<file path="src/rtl/pipe_stage_reg.sv">
// Generic inter-stage pipeline register: MODE 0 follows the ctrl stall vector,
// MODE 1 is a valid/ready stage backed by a 2-entry skid buffer.
module pipe_stage_reg #(
  parameter int                  DATA_W     = 113,
  parameter int                  STAGE_IDX  = 3,
  parameter int                  STALL_W    = 6,
  parameter int                  MODE       = 0,
  parameter logic [DATA_W-1:0]   RESET_DATA = '0,
  parameter int                  CNT_W      = 16
) (
  input  logic               clk,
  input  logic               rst,
  input  logic [STALL_W-1:0] stall,
  input  logic               flush,
  input  logic               in_valid,
  input  logic [DATA_W-1:0]  in_data,
  output logic               in_ready,
  output logic               out_valid,
  output logic [DATA_W-1:0]  out_data,
  input  logic               out_ready,
  output logic [CNT_W-1:0]   bubble_cnt
);

  localparam logic [CNT_W-1:0] CNT_MAX = '1;

  logic [DATA_W-1:0] main_q;
  logic              main_vld;
  logic [CNT_W-1:0]  cnt_q;
  logic              bump;

  // Each mode only looks at part of the control inputs.
  logic unused_ok;
  assign unused_ok = ^{stall, out_ready};

  generate
    if (MODE == 0) begin : g_stall
      logic s, d;
      assign s        = stall[STAGE_IDX];
      assign d        = stall[STAGE_IDX+1];
      assign in_ready = ~s & ~rst;
      assign bump     = ~flush & s & ~d;

      always_ff @(posedge clk) begin
        if (rst || flush) begin
          main_q   <= RESET_DATA;
          main_vld <= 1'b0;
        end else if (!s) begin
          main_q   <= in_data;
          main_vld <= in_valid;
        end else if (!d) begin
          main_q   <= RESET_DATA;
          main_vld <= 1'b0;
        end
      end
    end else begin : g_skid
      localparam logic [1:0] EMPTY = 2'd0;
      localparam logic [1:0] ONE   = 2'd1;
      localparam logic [1:0] FULL  = 2'd2;

      logic [1:0]        occ;
      logic [DATA_W-1:0] skid_q;
      logic              accept, drain;

      // Ready depends only on registered occupancy, never on out_ready.
      assign in_ready = (occ != FULL) & ~rst;
      assign main_vld = (occ != EMPTY);
      assign accept   = in_valid & in_ready;
      assign drain    = main_vld & out_ready;
      assign bump     = ~flush & ~main_vld & out_ready;

      always_ff @(posedge clk) begin
        if (rst || flush) begin
          occ    <= EMPTY;
          main_q <= RESET_DATA;
          skid_q <= RESET_DATA;
        end else begin
          case (occ)
            EMPTY: if (accept) begin
              occ    <= ONE;
              main_q <= in_data;
            end
            ONE: begin
              if (accept && drain) begin
                main_q <= in_data;
              end else if (accept) begin
                occ    <= FULL;
                skid_q <= in_data;
              end else if (drain) begin
                occ    <= EMPTY;
                main_q <= RESET_DATA;
              end
            end
            FULL: if (drain) begin
              occ    <= ONE;
              main_q <= skid_q;
              skid_q <= RESET_DATA;
            end
            default: occ <= EMPTY;
          endcase
        end
      end
    end
  endgenerate

  always_ff @(posedge clk) begin
    if (rst)                          cnt_q <= '0;
    else if (bump && cnt_q != CNT_MAX) cnt_q <= cnt_q + 1'b1;
  end

  assign out_valid  = main_vld;
  assign out_data   = main_q;
  assign bubble_cnt = cnt_q;

endmodule

</file>
<file path="config.mk">
export PLATFORM = sky130hd
export DESIGN_NAME = pipe_stage_reg
export DESIGN_NICKNAME = d
export VERILOG_FILES = /design/src/rtl/pipe_stage_reg.sv
export SDC_FILE = /design/constraint.sdc
export NUM_CORES = 1
export LEC_CHECK = 0
export BUFFER_PORTS_ARGS = -buffer_cell sky130_fd_sc_hd__buf_2
export CAP_MARGIN = 10
export CORE_ASPECT_RATIO = 0.75
export CORE_UTILIZATION = 42
export CTS_CLUSTER_SIZE = 20
export DETAILED_ROUTE_END_ITERATION = 7
export PLACE_DENSITY = 0.77
export REMOVE_ABC_BUFFERS = 1
export SYNTH_ARGS = -nofsm -noshare
export SYNTH_HDL_FRONTEND = slang
export SYNTH_SLANG_ARGS = --single-unit
</file>
<file path="constraint.sdc">
create_clock -name clk -period 1.8 [get_ports clk]
set_clock_uncertainty 0.15 [all_clocks]
set_input_delay 0.27 -clock clk [delete_from_list [all_inputs] [get_ports clk]]
set_output_delay 0.27 -clock clk [all_outputs]
set_load 0.1 [all_outputs]
</file>
; ---- Word level (Yosys, flattened, before mapping)
; Index checks and enable logic that the tools add are counted.
[word_totals]
register_bits = 130
input_bits = 124
wordCells = 19
[op_classes]
addsub = 1
n_eq_ne = 2
n_mux = 4
bitwise_logic = 7
n_reduce_logical = 2
[op_table]
columns = operator, n
row1 = two-way mux 113 bit, 2
row2 = "adder 16 x 1 -> 16 bit, second input constant", 1
row3 = "!= test 16 bit, second input constant", 1
row4 = NOT 1 bit, 4
row5 = bitwise AND 1 bit, 3
row6 = two-way mux 1 bit, 2
row7 = "!= test 2 bit, second input constant", 1
row8 = logical AND 1 bit, 1
row9 = logical OR 1 bit, 1

; ---- Longest topological paths before layout
; Gate-level depths: netlist (run 1).
[depth]
word_depth = 4
ltp_mapped = 6
ltp_nobuf = 5

; ---- Worst setup path after synthesis (run 1)
; Ideal clock, no wire load.
[synth_timing]
path_kind = reg2reg
startpoint = reg cnt_q[0] (netlist: bubble_cnt[0])
endpoint = reg cnt_q[1] (netlist: bubble_cnt[1])
arrival_ns = 2.308
required_ns = 1.522
slack_ns = -0.785
path_stages_with_launch = 6
n_path_buf = 0
path_cell_list = dfxtp_1 ha_1 nand4_4 o41ai_4 mux2i_1 nor2_1
[synth_between]
elab_chain_cells = 2
elab_cells_between_ends = 3
cone_classes = add/sub (1) / eq/ne (1) / reduce/logical (1)
[synth_rtl]
columns = item, line_no
row1 = start: declaration, 28  ; logic [CNT_W-1:0] cnt_q;
row2 = start signal: assignment, 107  ; else if (bump && cnt_q != CNT_MAX) cnt_q <= cnt_q + 1'b1;
row3 = branches (longest 2 deep; another with adder 16 x 1 -> 16 bit), -
; Parallel ways; which one is timed is not known.
; A chain may end at the register's enable or synchronous reset.

; ---- Worst setup path after layout (run 1)
; Ends and elaborated chain as after synthesis.

==> flow_results.xml, run 1 <==
<?xml version="1.0" encoding="UTF-8"?>
<metrics>
  <group name="status">
    <metric name="outcome" unit="">complete, no violations</metric>
  </group>
  <group name="power_and_ir_drop">
    <metric name="power.ir.vdd_worst" unit="mV">0.707</metric>
    <metric name="power-per-cell-area" unit="nW/um^2">921</metric>
    <metric name="power_leakage" unit="nW">3.76</metric>
  </group>
  <group name="global_route">
    <metric name="grt_pass1_wl" unit="um">26500</metric>
    <metric name="initial_antenna_violation_count" unit="">0</metric>
    <metric name="grt.overflow.total" unit="">0</metric>
    <metric name="maximum_number_of_pins_on_one_net_before_global_route_repair" unit="">133</metric>
    <metric name="global_route.usage.total" unit="">0.262</metric>
    <metric name="grt_pass1_vias" unit="">5588</metric>
  </group>
  <group name="floorplanning">
    <metric name="die_area" unit="um^2">12900</metric>
    <metric name="io-pin-count" unit="">255</metric>
    <metric name="die_width" unit="um">131</metric>
    <metric name="design.core.area" unit="um^2">11800</metric>
    <metric name="standard_cell_row_count" unit="">34</metric>
    <metric name="die_height" unit="um">98.5</metric>
    <metric name="floorplan.initialDensity" unit="">0.441</metric>
  </group>
  <group name="clock_tree">
    <metric name="clock_tree.htree_level_count" unit="">4</metric>
    <metric name="worstSkewPairLatency" unit="ns">0.40</metric>
    <metric name="cts-root-to-sink-buffers" unit="">2</metric>
    <metric name="root_buffer_cell" unit="">clkbuf_16</metric>
    <metric name="clk_transition_reported_paths" unit="ns">0.06</metric>
    <metric name="cts_inserted_buffers" unit="">17</metric>
    <metric name="tritoncts_clock_tree" unit="">built</metric>
    <metric name="cts_num_sinks" unit="">130</metric>
  </group>
  <group name="timing">
    <metric name="setup-violations-final" unit="">0</metric>
    <metric name="timing.final.crit_period" unit="ns">1.75</metric>
    <metric name="slew_violations" unit="">0</metric>
    <metric name="rsz0062_at_grt" unit="">yes</metric>
    <metric name="final.period_utilization" unit="">0.973</metric>
    <metric name="setup_total_negative_slack" unit="ns">0</metric>
    <metric name="transition_at_the_pin_with_the_smallest_max_transition_slack" unit="ns">0.536</metric>
    <metric name="max_slew_margin" unit="">0.645</metric>
    <metric name="whs" unit="ns">0.0241</metric>
    <metric name="maxClockFrequency" unit="GHz">0.571</metric>
    <metric name="timing_hold_violations_final" unit="">0</metric>
    <metric name="worst_slack" unit="ns">0.0494</metric>
  </group>
  <group name="placement">
    <metric name="gp_congestion" unit="">0.786</metric>
    <metric name="place_hpwl" unit="um">9340</metric>
    <metric name="numPortBuffers" unit="">249</metric>
    <metric name="placed_cells_incl_taps" unit="">988</metric>
    <metric name="pre_cts_ws" unit="ns">-0.0626</metric>
  </group>
  <group name="setup_path">
    <metric name="critical_path_required" unit="ns">1.93</metric>
    <metric name="cp_top_family" unit="">compound AO/OA/AOI/OAI gates</metric>
    <metric name="rr_worst_depth" unit="">6</metric>
    <metric name="end_kind" unit="">register</metric>
    <metric name="timing.rr.start" unit="">bubble_cnt[0]$_SDFFE_PP0P_</metric>
    <metric name="regToRegEndpoint" unit="">bubble_cnt[1]$_SDFFE_PP0P_</metric>
    <metric name="max_stage_delay" unit="ns">0.42</metric>
    <metric name="timing.critical_path.cells" unit="">ha_4 &gt; nand4_4 &gt; o41ai_4 &gt; buf_4 &gt; mux2i_1 &gt; nor2_1</metric>
    <metric name="critical_path.max_fanout" unit="">5</metric>
    <metric name="worst_ep_arrival_time" unit="ns">1.89</metric>
    <metric name="setup.worst_path.start_class" unit="">register</metric>
    <metric name="critical_path.slowest_cell" unit="">o41ai_4</metric>
    <metric name="path_buf_inv" unit="">1</metric>
    <metric name="regToRegSetupSlack" unit="ns">0.05</metric>
    <metric name="timing_worst_setup_path_type" unit="">register to register</metric>
  </group>
  <group name="route">
    <metric name="drc" unit="">0</metric>
    <metric name="vias_per_cell" unit="">5.06</metric>
    <metric name="routed_wirelength" unit="um">17400</metric>
    <metric name="route.detailed.wl_per_inst" unit="um">15.4</metric>
    <metric name="drt_pass1_iterations" unit="">5</metric>
    <metric name="drt_first_iter_violations" unit="">318</metric>
    <metric name="detailroute.via_count" unit="">5729</metric>
    <metric name="detail-route-antenna-nets" unit="">0</metric>
  </group>
  <group name="logic_synthesis">
    <metric name="synthDistinctLibCells" unit="">39</metric>
    <metric name="ys_seq_elements" unit="">130</metric>
    <metric name="synth_area" unit="um^2">5220</metric>
    <metric name="synthesis.area_per_instance" unit="um^2">8.64</metric>
    <metric name="synth.top_cell.area_share" unit="">0.499</metric>
    <metric name="synth_cells" unit="">604</metric>
    <metric name="synth_seq_area_share" unit="">0.499</metric>
    <metric name="netlist.top_cell.by_area" unit="">dfxtp_1</metric>
    <metric name="synthMostInstantiatedCell" unit="">dfxtp_1</metric>
    <metric name="synth-edff-count" unit="">0</metric>
    <metric name="synth_top_cells_by_area" unit="">dfxtp_1, nand2b_1, a21oi_1</metric>
    <metric name="ranking_of_synthesized_cells_by_instance_count" unit="">dfxtp_1, a21oi_1, nand3_1, nand2b_1, clkbuf_1</metric>
    <metric name="synthFlopType" unit="">dfxtp_1</metric>
    <metric name="synth_warnings" unit="">0</metric>
    <metric name="ffs_w_async_s_r_synth" unit="">0</metric>
  </group>
  <group name="layout">
    <metric name="post_route_non_filler_standard_cell_count" unit="">1132</metric>
    <metric name="areaGrowthSynthToFinish" unit="%">63.0</metric>
    <metric name="post-route-util" unit="">0.719</metric>
    <metric name="finish.net_count" unit="">1082</metric>
    <metric name="antennaDiodeCount" unit="">0</metric>
    <metric name="final_layout_size_suffix_gt1_frac" unit="">0.332</metric>
    <metric name="final.fill_count" unit="">863</metric>
  </group>
  <group name="worst_hold_path">
    <metric name="hold_path_class" unit="">input port to register</metric>
    <metric name="timing.hold.worst_endpoint" unit="">out_data[36]$_SDFFE_PP0P_</metric>
    <metric name="min_from" unit="">in_data[36]</metric>
    <metric name="hold_depth" unit="">3</metric>
  </group>
  <group name="job">
    <metric name="timing.max_cap.violations" unit="">0</metric>
  </group>
</metrics>
## tightest hold or removal path, cell delays in order
cell and delay (ns):
buf_2 0.11, nand2b_1 0.07, a21oi_1 0.07
## report_power, final
part	switching [W]	total [W]	internal (W)	leakage (nW)
sequential	0.0000394	0.00299	0.00296	1.06
clock	0.00129	0.00351	0.00221	0.285
combinational	0.000904	0.00133	0.000429	2.41
## how the worst max path moves through the flow
| stage | from | end | slack, ns | cells after the start |
|---|---|---|---|---|
| floorplan | bubble_cnt[5]$_SDFFE_PP0P_ | bubble_cnt[1]$_SDFFE_PP0P_ | -0.95 | 4 |
| global placement | bubble_cnt[0]$_SDFFE_PP0P_ | bubble_cnt[1]$_SDFFE_PP0P_ | 0.002 | 6 |
| detailed placement | bubble_cnt[1]$_SDFFE_PP0P_ | bubble_cnt[14]$_SDFFE_PP0P_ | -0.06 | 6 |
| CTS | bubble_cnt[0]$_SDFFE_PP0P_ | bubble_cnt[13]$_SDFFE_PP0P_ | 0.007 | 6 |
| global route | bubble_cnt[0]$_SDFFE_PP0P_ | bubble_cnt[1]$_SDFFE_PP0P_ | -0.04 | 6 |
| finish | bubble_cnt[0]$_SDFFE_PP0P_ | bubble_cnt[1]$_SDFFE_PP0P_ | 0.05 | 6 |
## through the flow
stage	power (W)	area (um^2)
final	0.00784	8510
after global routing	0.00812	8510
after CTS	0.00784	8440
after detailed placement	0.00417	6730
after global placement	0.00416	6730
after floorplan	0.00379	5000
## sequential cells by signal, summed over array words and instances (netlist names)
name and count:
out_data 113, bubble_cnt 16, out_valid 1
## layout by cell type (no fill, tap or decap), types with 3 or more instances in the layout
cell type	n
buf_12	5
nor3_1	5
o21ai_1	4
or3_1	4
clkbuf_4	4
dfxtp_1	126
bufinv_16	3
clkbuf_16	17
clkinvlp_4	4
a211oi_1	4
a21oi_1	121
nand2b_1	114
nand3_1	120
dfxtp_2	4
buf_4	28
buf_2	240
clkinv_4	3
inv_1	3
nor2_1	12
clkinv_2	3
dlygate4sd3_1	110
## cells by family after synthesis
kind of cell / count (synthesis) / synth area share
and+or+nand+nor: 273 / 0.303
adders and majority gates: 1 / 0.00240
buffers and inverters: 57 / 0.0439
xor gates and xnor gates: 1 / 0.00168
muxes: 3 / 0.00599
DFF: 130 / 0.499
AOI/OAI and AO/OA: 139 / 0.145
## final cells by class
| cell class | instances | area, um^2 | share of cell area |
|---|---|---|---|
| Timing Repair Buffer | 388 | 2650 | 0.312 |
| Sequential cell | 130 | 2610 | 0.307 |
| Multi-Input combinational cell | 417 | 2430 | 0.285 |
| Clock buffer | 19 | 443 | 0.0521 |
| Tap cell | 162 | 203 | 0.0238 |
| Clock inverter | 13 | 161 | 0.0190 |
| Inverter | 3 | 11.3 | 0.00132 |
## layer usage
metal | GRT usage | up-vias | part of all wire
li1 | - | 2801 | -
met3 | 0.0679 | 43 | 0.071
met4 | 0.106 | 0 | 0.028
met5 | 0 | - | 0
met1 | 0.292 | 2642 | 0.40
met2 | 0.472 | 243 | 0.50
## what timing repair did
action                                  CTS  global route
pin swaps                                 2             2
endpoints found under the hold margin   109             1
setup buffers                             0             2
hold buffers                            109             1
resized for setup                         5            12
endpoints found under the setup margin    7             9
Note: power is estimated with default switching activity, not from simulation.
==> inputs of run 2 (changes only) <==
- CORE_ASPECT_RATIO: 0.75 -> 0.7
==> run 2 against run 1 <==
Utilization decreased by 1.0 points. Highest routed layer unchanged. First-iteration DRC count decreased by 14%. Total power decreased by 4.2%. Critical path type unchanged. Largest power group unchanged. Via count decreased by 0.35%.
==> flow_results.xml, run 2 (same netlist as run 1, synthesis figures left out) <==
<?xml version="1.0" encoding="UTF-8"?>
<metrics>
  <group name="status">
    <metric name="outcome" unit="">complete, no violations</metric>
  </group>
  <group name="clock_tree">
    <metric name="cts_inserted_buffers" unit="">17</metric>
    <metric name="cts-root-to-sink-buffers" unit="">2</metric>
    <metric name="worstSkewPairLatency" unit="ns">0.39</metric>
    <metric name="cts_num_sinks" unit="">130</metric>
    <metric name="clk_transition_reported_paths" unit="ns">0.06</metric>
    <metric name="tritoncts_clock_tree" unit="">built</metric>
    <metric name="root_buffer_cell" unit="">clkbuf_16</metric>
    <metric name="clock_tree.htree_level_count" unit="">4</metric>
  </group>
  <group name="setup_path">
    <metric name="timing.rr.start" unit="">bubble_cnt[1]$_SDFFE_PP0P_</metric>
    <metric name="critical_path.slowest_cell" unit="">or4_1</metric>
    <metric name="max_stage_delay" unit="ns">0.43</metric>
    <metric name="timing.critical_path.cells" unit="">ha_2 &gt; and4_1 &gt; o211ai_1 &gt; or4_1 &gt; a21oi_1</metric>
    <metric name="setup.worst_path.start_class" unit="">register</metric>
    <metric name="rr_worst_depth" unit="">5</metric>
    <metric name="worst_ep_arrival_time" unit="ns">1.95</metric>
    <metric name="critical_path.max_fanout" unit="">4</metric>
    <metric name="critical_path_required" unit="ns">1.98</metric>
    <metric name="timing_worst_setup_path_type" unit="">register to register</metric>
    <metric name="end_kind" unit="">register</metric>
    <metric name="regToRegSetupSlack" unit="ns">0.02</metric>
    <metric name="regToRegEndpoint" unit="">bubble_cnt[10]$_SDFFE_PP0P_</metric>
  </group>
  <group name="floorplanning">
    <metric name="floorplan.initialDensity" unit="">0.439</metric>
    <metric name="design.core.area" unit="um^2">11900</metric>
    <metric name="standard_cell_row_count" unit="">33</metric>
    <metric name="die_width" unit="um">135</metric>
    <metric name="io-pin-count" unit="">255</metric>
    <metric name="die_area" unit="um^2">12900</metric>
    <metric name="die_height" unit="um">95.3</metric>
  </group>
  <group name="job">
    <metric name="timing.max_cap.violations" unit="">0</metric>
  </group>
  <group name="layout">
    <metric name="stdcell_area" unit="um^2">8430</metric>
    <metric name="areaGrowthSynthToFinish" unit="%">61.6</metric>
    <metric name="regArea" unit="um^2">2610</metric>
    <metric name="largest_register_ffs" unit="">113</metric>
    <metric name="post-route-util" unit="">0.709</metric>
    <metric name="final.fill_count" unit="">871</metric>
    <metric name="final_cell_mix" unit="">buf_2, dfxtp_1, a21oi_1, nand3_1</metric>
    <metric name="finish.net_count" unit="">1083</metric>
    <metric name="most_frequent_standard_cell_in_the_layout_excluding_fill_and_tap_cells" unit="">buf_2</metric>
    <metric name="multiInputGateArea" unit="um^2">2400</metric>
    <metric name="antennaDiodeCount" unit="">0</metric>
    <metric name="final_layout_size_suffix_gt1_frac" unit="">0.326</metric>
  </group>
  <group name="placement">
    <metric name="numPortBuffers" unit="">249</metric>
    <metric name="place_hpwl" unit="um">9580</metric>
    <metric name="gp_congestion" unit="">0.806</metric>
    <metric name="post_dp_cell_area" unit="um^2">6720</metric>
  </group>
  <group name="global_route">
    <metric name="grt_pass1_wl" unit="um">25900</metric>
    <metric name="grt.overflow.total" unit="">0</metric>
    <metric name="global_route.usage.total" unit="">0.254</metric>
    <metric name="initial_antenna_violation_count" unit="">0</metric>
    <metric name="grt_pass1_vias" unit="">5354</metric>
    <metric name="maximum_number_of_pins_on_one_net_before_global_route_repair" unit="">139</metric>
  </group>
  <group name="timing">
    <metric name="timing.final.crit_period" unit="ns">1.78</metric>
    <metric name="slew_violations" unit="">0</metric>
    <metric name="final.period_utilization" unit="">0.987</metric>
    <metric name="transition_at_the_pin_with_the_smallest_max_transition_slack" unit="ns">0.526</metric>
    <metric name="maxClockFrequency" unit="GHz">0.563</metric>
    <metric name="setup-violations-final" unit="">0</metric>
    <metric name="rsz0062_at_grt" unit="">yes</metric>
    <metric name="max_slew_margin" unit="">0.650</metric>
    <metric name="timing_hold_violations_final" unit="">0</metric>
  </group>
  <group name="route">
    <metric name="drc" unit="">0</metric>
    <metric name="detail-route-antenna-nets" unit="">0</metric>
    <metric name="vias_per_cell" unit="">5.07</metric>
    <metric name="detailroute.via_count" unit="">5709</metric>
    <metric name="route.detailed.wl_per_inst" unit="um">15.1</metric>
    <metric name="drt_pass1_iterations" unit="">4</metric>
    <metric name="drt_first_iter_violations" unit="">275</metric>
    <metric name="routed_wirelength" unit="um">17000</metric>
  </group>
  <group name="power_and_ir_drop">
    <metric name="power-per-cell-area" unit="nW/um^2">890</metric>
    <metric name="power_leakage" unit="nW">3.71</metric>
    <metric name="power.ir.vdd_worst" unit="mV">0.693</metric>
    <metric name="finalPower" unit="W">0.00751</metric>
  </group>
  <group name="worst_hold_path">
    <metric name="min_from" unit="">in_data[46]</metric>
    <metric name="timing.hold.worst_endpoint" unit="">out_data[46]$_SDFFE_PP0P_</metric>
    <metric name="hold_depth" unit="">3</metric>
    <metric name="hold_path_class" unit="">input port to register</metric>
  </group>
</metrics>
==> run 2: repair_timing <==
item	CTS	global route
setup endpoints to repair	7	11
hold buffers	114	0
resized for setup	2	6
pin swaps	1	0
buffers inserted	1	0
endpoints found under the hold margin	115	0
==> run 2: how the worst max path moves through the flow <==
stage | startpoint | end | slack (ns)
after floorplan | bubble_cnt[5]$_SDFFE_PP0P_ | bubble_cnt[1]$_SDFFE_PP0P_ | -0.95
after global placement | bubble_cnt[0]$_SDFFE_PP0P_ | bubble_cnt[1]$_SDFFE_PP0P_ | -0.01
after detailed placement | bubble_cnt[1]$_SDFFE_PP0P_ | bubble_cnt[1]$_SDFFE_PP0P_ | -0.11
after CTS | bubble_cnt[8]$_SDFFE_PP0P_ | bubble_cnt[8] | 0.002
after global routing | bubble_cnt[0]$_SDFFE_PP0P_ | bubble_cnt[10]$_SDFFE_PP0P_ | -0.04
final | bubble_cnt[1]$_SDFFE_PP0P_ | bubble_cnt[10]$_SDFFE_PP0P_ | 0.02
==> run 2: layout make-up <==
cell class                 instances  share of cell area
multi-input combinational        417               0.285
tap                              157              0.0233
inverter                           3             0.00134
clock inverter                    10              0.0102
timing repair buffer             389               0.317
clock buffer                      21              0.0546
sequential                       130               0.309
==> run 2: layer usage <==
metal | vias to the layer above | part of all wire | GRT usage | wire length (um)
li1 | 2805 | - | - | -
met1 | 2634 | 0.42 | 0.297 | 7100
met2 | 237 | 0.48 | 0.435 | 8190
met3 | 33 | 0.083 | 0.0813 | 1410
met4 | 0 | 0.020 | 0.0964 | 336
met5 | - | 0 | 0 | 0
==> run 2: power by group <==
part	internal (W)	switching, W	leakage [nW]	total (W)
combinational	0.000437	0.000903	2.38	0.00134
clock	0.00195	0.00122	0.264	0.00317
sequential	0.00296	0.0000378	1.06	0.00299
==> run 2: per-stage QoR <==
step	setup WS, ns	hold slack, ns	instances	setup TNS [ns]
2_1_floorplan	-0.946	0.189	550	-12.18
3_3_place_gp	-0.0122	0.300	981	-0.0122
3_5_place_dp	-0.108	0.306	981	-0.317
4_1_cts	0.00214	0.00646	1127	0
5_1_grt	-0.0356	0.0246	1127	-0.0643
6_report	0.0240	0.0178	1127	0
==> run 2: critical path, delay by kind of cell (launching register included) <==
family	cells	cell delay [ns]
flip-flops	1	0.33
adder cells (fa/ha/maj)	1	0.24
AND/OR/NAND/NOR	2	0.68
AO/OA/AOI/OAI	2	0.31
